[src/rtl/mem_wr_arbiter.sv]
// -----------------------------------------------------------------------------
// mem_wr_arbiter
//
// Merges two independent write-request streams (ports A and B) into the single
// registered write port of the register-file memory. Each port has its own
// small in-order FIFO with valid/ready flow control. The two FIFO heads are
// served round-robin, one memory write per cycle.
//
// Optional feature: define MEM_WR_ARB_MERGE_EN to merge an accepted write into
// the FIFO tail entry when both target the same address and that tail is not
// being popped on the same edge. The tail's data is replaced and the count is
// left unchanged.
//
// Ports:
//   clk                 sole clock, rising edge
//   rst_n               asynchronous active-low reset
//   a_valid/a_ready     port A handshake (a_ready is a flop)
//   a_addr/a_data       port A write address/data
//   b_valid/b_ready     port B handshake (b_ready is a flop)
//   b_addr/b_data       port B write address/data
//   mem_we              registered memory write strobe
//   mem_addr/mem_din    registered memory write address/data (hold when idle)
//   idle                both FIFOs empty and mem_we low
// -----------------------------------------------------------------------------
module mem_wr_arbiter #(
  parameter int ADDR_W = 4,
  parameter int DATA_W = 8,
  parameter int DEPTH  = 2
) (
  input  logic              clk,
  input  logic              rst_n,
  input  logic              a_valid,
  output logic              a_ready,
  input  logic [ADDR_W-1:0] a_addr,
  input  logic [DATA_W-1:0] a_data,
  input  logic              b_valid,
  output logic              b_ready,
  input  logic [ADDR_W-1:0] b_addr,
  input  logic [DATA_W-1:0] b_data,
  output logic              mem_we,
  output logic [ADDR_W-1:0] mem_addr,
  output logic [DATA_W-1:0] mem_din,
  output logic              idle
);

  localparam int PTR_W = (DEPTH > 1) ? $clog2(DEPTH) : 1;
  localparam int CNT_W = PTR_W + 1;

  // Port-indexed views of the two request streams (index 0 = A, 1 = B).
  logic [1:0]        in_valid;
  logic [ADDR_W-1:0] in_addr [2];
  logic [DATA_W-1:0] in_data [2];

  assign in_valid   = {b_valid, a_valid};
  assign in_addr[0] = a_addr;
  assign in_addr[1] = b_addr;
  assign in_data[0] = a_data;
  assign in_data[1] = b_data;

  logic [1:0]        port_ready;
  logic [1:0]        nonempty;
  logic [1:0]        grant;
  logic [ADDR_W-1:0] head_addr [2];
  logic [DATA_W-1:0] head_data [2];

  // ---------------------------------------------------------------------------
  // Per-port FIFO
  // ---------------------------------------------------------------------------
  for (genvar gi = 0; gi < 2; gi++) begin : g_port
    logic [ADDR_W-1:0] addr_mem_q [DEPTH];
    logic [DATA_W-1:0] data_mem_q [DEPTH];
    logic [PTR_W-1:0]  wr_ptr_q, wr_ptr_d;
    logic [PTR_W-1:0]  rd_ptr_q, rd_ptr_d;
    logic [CNT_W-1:0]  count_q, count_d;
    logic              ready_q, ready_d;
    logic              push;
    logic              merge;
    logic              store;
`ifdef MEM_WR_ARB_MERGE_EN
    logic [PTR_W-1:0]  tail_ptr;
`endif

    always_comb begin
      push  = in_valid[gi] && ready_q;
`ifdef MEM_WR_ARB_MERGE_EN
      tail_ptr = wr_ptr_q - PTR_W'(1);
      // A tail that is also the head being popped this edge leaves the FIFO,
      // so it cannot absorb the new write.
      merge = push && (count_q != '0) &&
              (addr_mem_q[tail_ptr] == in_addr[gi]) &&
              !((count_q == CNT_W'(1)) && grant[gi]);
`else
      merge = 1'b0;
`endif
      store    = push && !merge;
      count_d  = count_q + CNT_W'(store) - CNT_W'(grant[gi]);
      wr_ptr_d = wr_ptr_q + PTR_W'(store);
      rd_ptr_d = rd_ptr_q + PTR_W'(grant[gi]);
      // Ready looks only at the next count so there is no combinational path
      // from valid or the memory side.
      ready_d  = (count_d < CNT_W'(DEPTH));
    end

    always_ff @(posedge clk or negedge rst_n) begin
      if (!rst_n) begin
        count_q  <= '0;
        wr_ptr_q <= '0;
        rd_ptr_q <= '0;
        ready_q  <= 1'b0;
      end else begin
        count_q  <= count_d;
        wr_ptr_q <= wr_ptr_d;
        rd_ptr_q <= rd_ptr_d;
        ready_q  <= ready_d;
      end
    end

    // Entry storage carries no reset; occupancy is tracked by count/pointers.
    always_ff @(posedge clk) begin
      if (store) begin
        addr_mem_q[wr_ptr_q] <= in_addr[gi];
        data_mem_q[wr_ptr_q] <= in_data[gi];
      end
`ifdef MEM_WR_ARB_MERGE_EN
      if (merge) begin
        data_mem_q[tail_ptr] <= in_data[gi];
      end
`endif
    end

    assign port_ready[gi] = ready_q;
    assign nonempty[gi]   = (count_q != '0);
    assign head_addr[gi]  = addr_mem_q[rd_ptr_q];
    assign head_data[gi]  = data_mem_q[rd_ptr_q];
  end

  // ---------------------------------------------------------------------------
  // Round-robin arbitration and registered memory write port
  // ---------------------------------------------------------------------------
  logic              rr_q, rr_d;
  logic              mem_we_q, mem_we_d;
  logic [ADDR_W-1:0] mem_addr_q, mem_addr_d;
  logic [DATA_W-1:0] mem_din_q, mem_din_d;

  always_comb begin
    // rr only matters when both heads are present.
    grant[0] = nonempty[0] && (!nonempty[1] || !rr_q);
    grant[1] = nonempty[1] && (!nonempty[0] ||  rr_q);

    rr_d       = rr_q;
    mem_we_d   = 1'b0;
    mem_addr_d = mem_addr_q;
    mem_din_d  = mem_din_q;

    if (grant[0]) begin
      rr_d       = 1'b1;
      mem_we_d   = 1'b1;
      mem_addr_d = head_addr[0];
      mem_din_d  = head_data[0];
    end else if (grant[1]) begin
      rr_d       = 1'b0;
      mem_we_d   = 1'b1;
      mem_addr_d = head_addr[1];
      mem_din_d  = head_data[1];
    end
  end

  always_ff @(posedge clk or negedge rst_n) begin
    if (!rst_n) begin
      rr_q       <= 1'b0;
      mem_we_q   <= 1'b0;
      mem_addr_q <= '0;
      mem_din_q  <= '0;
    end else begin
      rr_q       <= rr_d;
      mem_we_q   <= mem_we_d;
      mem_addr_q <= mem_addr_d;
      mem_din_q  <= mem_din_d;
    end
  end

  assign a_ready  = port_ready[0];
  assign b_ready  = port_ready[1];
  assign mem_we   = mem_we_q;
  assign mem_addr = mem_addr_q;
  assign mem_din  = mem_din_q;
  assign idle     = !nonempty[0] && !nonempty[1] && !mem_we_q;

endmodule

[config.mk]
export PLATFORM = sky130hd
export DESIGN_NAME = mem_wr_arbiter
export DESIGN_NICKNAME = d
export VERILOG_FILES = /design/src/rtl/mem_wr_arbiter.sv
export SDC_FILE = /design/constraint.sdc
export NUM_CORES = 1
export LEC_CHECK = 0
export CORE_MARGIN = 2
export CORE_UTILIZATION = 42
export CTS_BUF_LIST = sky130_fd_sc_hd__clkbuf_2 sky130_fd_sc_hd__clkbuf_4 sky130_fd_sc_hd__clkbuf_8
export CTS_CLUSTER_DIAMETER = 30
export DETAILED_ROUTE_END_ITERATION = 8
export GPL_TIMING_DRIVEN = 1
export MAX_ROUTING_LAYER = met4
export PLACE_DENSITY_LB_ADDON = 0.12
export SLEW_MARGIN = 20
export SYNTH_ARGS = -nofsm -noshare
export SYNTH_HDL_FRONTEND = slang
export SYNTH_SLANG_ARGS = --single-unit
[constraint.sdc]
create_clock -name clk -period 1.9 [get_ports clk]
set_input_delay 0.475 -clock clk [delete_from_list [all_inputs] [get_ports clk]]
set_output_delay 0.475 -clock clk [all_outputs]
set_load 0.01 [all_outputs]
==> Implementation_results.wiki, run 1 <==
{| class="wikitable"
! Metric !! Value
|-
| Routed wire length || 5.15 mm
|-
| Critical path endpoint category || output pin
|-
| Min setup slack post-route || 0.0848 ns
|-
| Number of warnings issued by yosys || 0
|-
| Die area || 7540 um2
|-
| Number of buffers added by the clock tree synthesis step || 9
|-
| Latest clock arrival within the worst-skew pair || 0.33 ns
|-
| GRT Overall Usage || 15.6%
|-
| DRC violation count after routing || 0
|-
| Post-synth ARST share || 33.3%
|-
| Max Buffers Root-to-Sink || 2
|-
| Count of pins over their slew limit || 0
|-
| Worst supply voltage drop on vdd || 0.000712 V
|-
| Sort of element at the start of the critical path || flop
|-
| Number of enable-type register cells in the synthesized netlist || 48
|-
| Clock tree from TritonCTS || built
|-
| Net total in the final layout || 286
|-
| Filler cells || 546
|-
| Max cap viols || 0
|-
| Tightest Hold Check Type || input pin to async pin
|-
| Final Setup Violations || 0
|-
| Main flop type after synthesis || sky130_fd_sc_hd__edfxtp_1
|-
| Power Density || 1650 nW/um2
|-
| Number of sinks handled by clock tree synthesis || 72
|-
| Setup total negative slack || 0 ns
|-
| Starting DRC count in detailed routing || 79
|-
| Count of pins on the block boundary || 44
|-
| Avg Vias per Cell || 5.07
|-
| Minimum clock period after layout || 1.82 ns
|-
| Die extent in x || 86.8 um
|-
| Setup Slack @ Placement || -0.117 ns
|-
| Met1 Routed Length || 2.32 mm
|-
| RSZ-0062 raised after global routing || true
|-
| Transition time at the pin with the least slew margin || 0.598 ns
|-
| Synthesis-to-finish area growth || 28.6%
|-
| Arrival @ worst endpoint || 1.34 ns
|-
| Ranking of synthesized cells by instance count || sky130_fd_sc_hd__edfxtp_1, sky130_fd_sc_hd__dfrtp_1
|-
| Wire length on met2 || 2.56 mm
|-
| Syn Std Cell Area || 2880 um2
|-
| Global route total overflow || 0
|-
| Register area share after synthesis || 70.8%
|-
| Antenna violation net count after detailed routing || 0
|-
| CTS HTree Levels || 3
|-
| Top achievable clock speed || 0.551 GHz
|-
| Critical path start-end classification || flop to output pin
|-
| Cells after synthesis || 190
|-
| Final weighted congestion of routability-driven global placement || 0.767
|-
| Clock-pin transition on the worst setup and hold timing paths || 0.07 ns
|-
| Status || completed
|-
| Uppermost layer routed || met4
|-
| Core Region || 6720 um2
|-
| Standard-cell rows || 30
|-
| Max_slew headroom || 60.1%
|-
| Leading cell types by total area after synthesis || sky130_fd_sc_hd__edfxtp_1, sky130_fd_sc_hd__dfrtp_1, sky130_fd_sc_hd__mux2_2
|-
| Fraction of final layout cells sized beyond drive strength 1 || 20.3%
|-
| Synth cell types || 24
|-
| Count of vias placed by the detailed router || 1705
|-
| Most frequently used cell type in the post-synthesis netlist || sky130_fd_sc_hd__edfxtp_1
|-
| Largest net degree at the start of global routing || 26
|-
| Post-synth top area share || 50.0%
|-
| Wire length of the first global-routing pass || 8.40 mm
|-
| Leakage power total || 1.44 nW
|-
| Final cycle utilization of the critical path || 95.5%
|-
| Total length of routed met3 wires || 177 um
|-
| Number of buffers added on ports || 43
|-
| Number of hold violations in the final report || 0
|-
| Mapped Nets || 225
|-
| Peak fanout along the critical path || 4
|-
| Clock tree root buffer cell || sky130_fd_sc_hd__clkbuf_8
|-
| Post-synthesis cell type with the largest combined area || sky130_fd_sc_hd__edfxtp_1
|-
| Initial core utilization || 42.9%
|-
| Initial antenna violation count || 0
|-
| Placed wire-length estimate after detailed placement || 3.57 mm
|-
| Required time of the critical path || 1.42 ns
|-
| Clock tree skew after final layout || 0.00716 ns
|-
| Number of inserted diodes || 0
|-
| Synthesized flop and latch total || 72
|-
| Via count of the first global-routing pass || 1728
|-
| Avg Cell Area, Syn || 15.2 um2
|-
| Per-cell routed wire length || 15.3 um
|-
| Drt pass-1 iters || 4
|-
| Die boundary height || 86.8 um
|}
[critical path, stage by stage (launching register included)]
cell                            delay (ns)
sky130_fd_sc_hd__dfrtp_2              0.45
sky130_fd_sc_hd__nor2_1               0.13
sky130_fd_sc_hd__nand2_1              0.08
sky130_fd_sc_hd__nor2_1               0.08
sky130_fd_sc_hd__dlygate4sd2_1        0.26
[power breakdown]
part / internal (mW) / leakage (nW) / switching [mW]
combinational: 1.26 / 0.632 / 1.24
clock: 0.593 / 0.0917 / 0.547
sequential: 2.20 / 0.714 / 0.265
[repair_timing]
action | CTS | global route
cloned | 0 | 0
resized for setup | 3 | 0
buffers inserted | 2 | 2
endpoints found under the setup margin | 1 | 2
pin swaps | 1 | 0
hold buffers | 0 | 0
[per-stage QoR]
stage               hold WS (ns)  power, mW  instances  utilization [%]  area, um2
global placement           0.536       4.90        316             51.9       3490
floorplan                  0.179       4.07        190                -       2880
finish                     0.516       6.10        336             55.2       3710
detailed placement         0.541       4.94        316             51.9       3490
global route               0.525       6.53        336             55.2       3710
CTS                        0.514       6.14        334             55.0       3690
[cell usage in the layout (no fill, tap or decap), drive strengths merged, types with 5 or more instances in the layout]
cell type       n
a21oi          13
buf            16
clkbuf          9
clkdlybuf4s50  42
clkinv          5
dfrtp          24
edfxtp         48
ha              7
inv             9
mux2           12
mux2i          12
nand2          17
o21ai          13
o22ai          13
xnor2           5
[final timing paths]
check	to	slack [ns]	cells after the start	start
worst max-delay path	idle	0.08	4	g_port[1].count_q[1]
worst min-delay path	rr_q	0.52	2	rst_n
worst max register to register	g_port[1].count_q[1]	0.10	9	g_port[1].count_q[0]
worst min register to register	mem_we	0.52	2	g_port[1].count_q[0]
max in group asynchronous	g_port[1].count_q[1]	1.12	2	rst_n
min in group clk	mem_we	0.52	2	g_port[1].count_q[0]
[flip-flops by register name (all words and copies together), names as in the netlist]
register / count
a_ready: 1
g_port.count_q: 4
g_port.wr_ptr_q: 2
g_port.rd_ptr_q: 2
g_port.addr_mem_q: 16
mem_we: 1
rr_q: 1
mem_din: 8
b_ready: 1
g_port.data_mem_q: 32
mem_addr: 4
[layout make-up]
| class | instances | area (um2) | share of cell area, % |
|---|---|---|---|
| tap | 80 | 100 | 2.70 |
| clock inverter | 7 | 62.6 | 1.69 |
| clock buffer | 9 | 124 | 3.34 |
| multi-input combinational | 100 | 746 | 20.1 |
| inverter | 9 | 33.8 | 0.911 |
| sequential | 72 | 2040 | 55.1 |
| timing repair buffer | 59 | 599 | 16.2 |
[cells by family (layout without fill, tap and decap cells)]
group / after synthesis / in the layout / synth area share (%)
multiplexers: 24 / 24 / 8.85
AND/OR/NAND/NOR: 22 / 22 / 3.69
buffers and inverters: 18 / 84 / 3.39
XOR/XNOR: 7 / 7 / 2.13
AO/OA/AOI/OAI: 40 / 40 / 8.07
adder cells (fa/ha/maj): 7 / 7 / 3.04
flip-flops: 72 / 72 / 70.8
[layer usage]
layer	up-vias	track usage (%)
li1	814	-
met3	10	3.52
met4	0	6.82
met1	844	19.5
met5	-	-
met2	37	24.2
Power figures use the tool's default switching activity.
==> run 2, diff against run 1 <==
Clock period 1.9 ns to 1.61 ns, I/O delays scaled along.
==> run 2 against run 1 <==
The run now ends with negative setup slack left. Combinational power is 34% higher. Final area is 3.5% higher. Clock-buffer cell count is 2 higher. Via count is 1.6% higher.
==> Implementation_results.wiki, run 2 (same netlist as run 1, synthesis figures left out) <==
{| class="wikitable"
! Metric !! Value
|-
| Latest clock arrival within the worst-skew pair || 0.34 ns
|-
| Final Setup Violations || 2
|-
| Number of hold violations in the final report || 0
|-
| Core Region || 6720 um2
|-
| Required time of the critical path || 1.21 ns
|-
| Clock-pin transition on the worst setup and hold timing paths || 0.07 ns
|-
| Initial core utilization || 42.9%
|-
| Clock tree root buffer cell || sky130_fd_sc_hd__clkbuf_8
|-
| Final cycle utilization of the critical path || 103%
|-
| Clock tree skew after final layout || 0.00976 ns
|-
| Power Density || 1980 nW/um2
|-
| Worst hold slack || 0.435 ns
|-
| Routed wire length || 5.38 mm
|-
| Die extent in x || 86.8 um
|-
| GRT Overall Usage || 16.4%
|-
| Count of pins on the block boundary || 44
|-
| Worst supply voltage drop on vdd || 0.000898 V
|-
| Clock tree from TritonCTS || built
|-
| Number of buffers added by the clock tree synthesis step || 9
|-
| Synthesis-to-finish area growth || 33.2%
|-
| Net total in the final layout || 295
|-
| Tightest Hold Check Type || input pin to async pin
|-
| Max FFs per register || 32
|-
| Initial antenna violation count || 0
|-
| DRC violation count after routing || 0
|-
| Wire length of the first global-routing pass || 8.71 mm
|-
| CTS Hold Bufs || 0
|-
| Minimum clock period after layout || 1.66 ns
|-
| Die area || 7540 um2
|-
| Min setup slack post-route || -0.0525 ns
|-
| Number of inserted diodes || 0
|-
| Arrival @ worst endpoint || 1.26 ns
|-
| Critical path start-end classification || flop to output pin
|-
| Transition time at the pin with the least slew margin || 0.327 ns
|-
| Starting DRC count in detailed routing || 95
|-
| Top achievable clock speed || 0.602 GHz
|-
| Sort of element at the start of the critical path || flop
|-
| Drt pass-1 iters || 4
|-
| Top library cells by usage in the layout, fill and taps aside || sky130_fd_sc_hd__edfxtp_1, sky130_fd_sc_hd__clkdlybuf4s50_1, sky130_fd_sc_hd__dfrtp_1
|-
| Number of buffers added on ports || 43
|-
| Total Power || 7.60 mW
|-
| Leakage power total || 1.51 nW
|-
| Max Buffers Root-to-Sink || 2
|-
| Avg Vias per Cell || 5.02
|-
| Antenna violation net count after detailed routing || 0
|-
| Count of pins over their slew limit || 0
|-
| Fraction of final layout cells sized beyond drive strength 1 || 27.5%
|-
| Final weighted congestion of routability-driven global placement || 0.731
|-
| CTS HTree Levels || 3
|-
| Largest register by flop count || g_port.data_mem_q
|-
| Per-cell routed wire length || 15.6 um
|-
| Global route total overflow || 0
|-
| Largest net degree at the start of global routing || 26
|-
| Status || complete, but fails checks
|-
| Setup total negative slack || -0.0956 ns
|-
| Number of sinks handled by clock tree synthesis || 72
|-
| Most common cell after layout, fill and taps aside || sky130_fd_sc_hd__edfxtp_1
|-
| Placed wire-length estimate after detailed placement || 3.62 mm
|-
| Count of vias placed by the detailed router || 1732
|-
| Peak fanout along the critical path || 2
|-
| Max cap viols || 0
|-
| Max_slew headroom || 78.2%
|-
| Die boundary height || 86.8 um
|-
| RSZ-0062 raised after global routing || true
|-
| Standard-cell rows || 30
|-
| Critical path endpoint category || output pin
|-
| Violated checks || negative setup slack
|-
| Via count of the first global-routing pass || 1804
|}
-- run 2: changes by cell type in the layout (fill, tap and decap cells not counted), sizes merged --
cell,change
clkdlybuf4s50,-15
dlygate4sd2,+14
buf,+10
clkbuf,+2
clkinv,-1
clkinvlp,-1
-- run 2: timing repair --
action / CTS / global route
endpoints found under the setup margin: 17 / 6
gates resized for setup: 26 / 2
pin swaps: 4 / 6
buffers inserted: 3 / 2
-- run 2: power breakdown --
group          switching [mW]  total (mW)  internal, mW
combinational            1.66        3.35          1.70
sequential              0.284        2.88          2.59
clock                   0.631        1.37         0.738
-- run 2: final cells by class --
class                           count  area [um2]
Timing Repair Buffer               68         661
Fill cell                         553        2880
Tap cell                           80         100
Clock buffer                       11         139
Multi-Input combinational cell    100         813
Inverter                            9        33.8
Sequential cell                    72        2040
Clock inverter                      5        48.8
-- run 2: final timing paths --
kind                            depth (start not counted)                  from              endpoint  slack (ns)
worst max-delay path                                    5  g_port[1].count_q[1]                  idle       -0.05
worst min-delay path                                    2                 rst_n  g_port[1].count_q[1]        0.43
worst max register to register                          9  g_port[1].count_q[1]  g_port[1].count_q[1]       -0.04
worst min register to register                          2  g_port[0].count_q[0]                mem_we        0.53
max in group asynchronous                               2                 rst_n  g_port[1].count_q[0]        0.91
min in group clk                                        2  g_port[0].count_q[0]                mem_we        0.53
-- run 2: metrics by stage --
stage / setup WS (ns) / instances / util (%) / area [um2]
final: -0.0525 / 345 / 57.1 / 3840
after global routing: -0.142 / 345 / 57.1 / 3840
after CTS: -0.0668 / 344 / 56.8 / 3820
after detailed placement: -0.336 / 325 / 53.6 / 3600
after global placement: -0.294 / 325 / 53.6 / 3600
after floorplan: -0.166 / 190 / - / 2920
-- run 2: worst max-delay path, stage by stage (launching register included) --
cell                      delay, ns
sky130_fd_sc_hd__dfrtp_1       0.40
sky130_fd_sc_hd__buf_4         0.15
sky130_fd_sc_hd__nor2_4        0.07
sky130_fd_sc_hd__nand2_1       0.07
sky130_fd_sc_hd__nor2_1        0.10
sky130_fd_sc_hd__buf_2         0.13
-- run 2: routing by layer --
metal	vias up	GRT usage, %	wire length, um
li1	832	-	-
met1	849	20.2	2410
met2	41	25.7	2640
met3	10	3.24	222
met4	0	8.52	110
met5	-	-	0
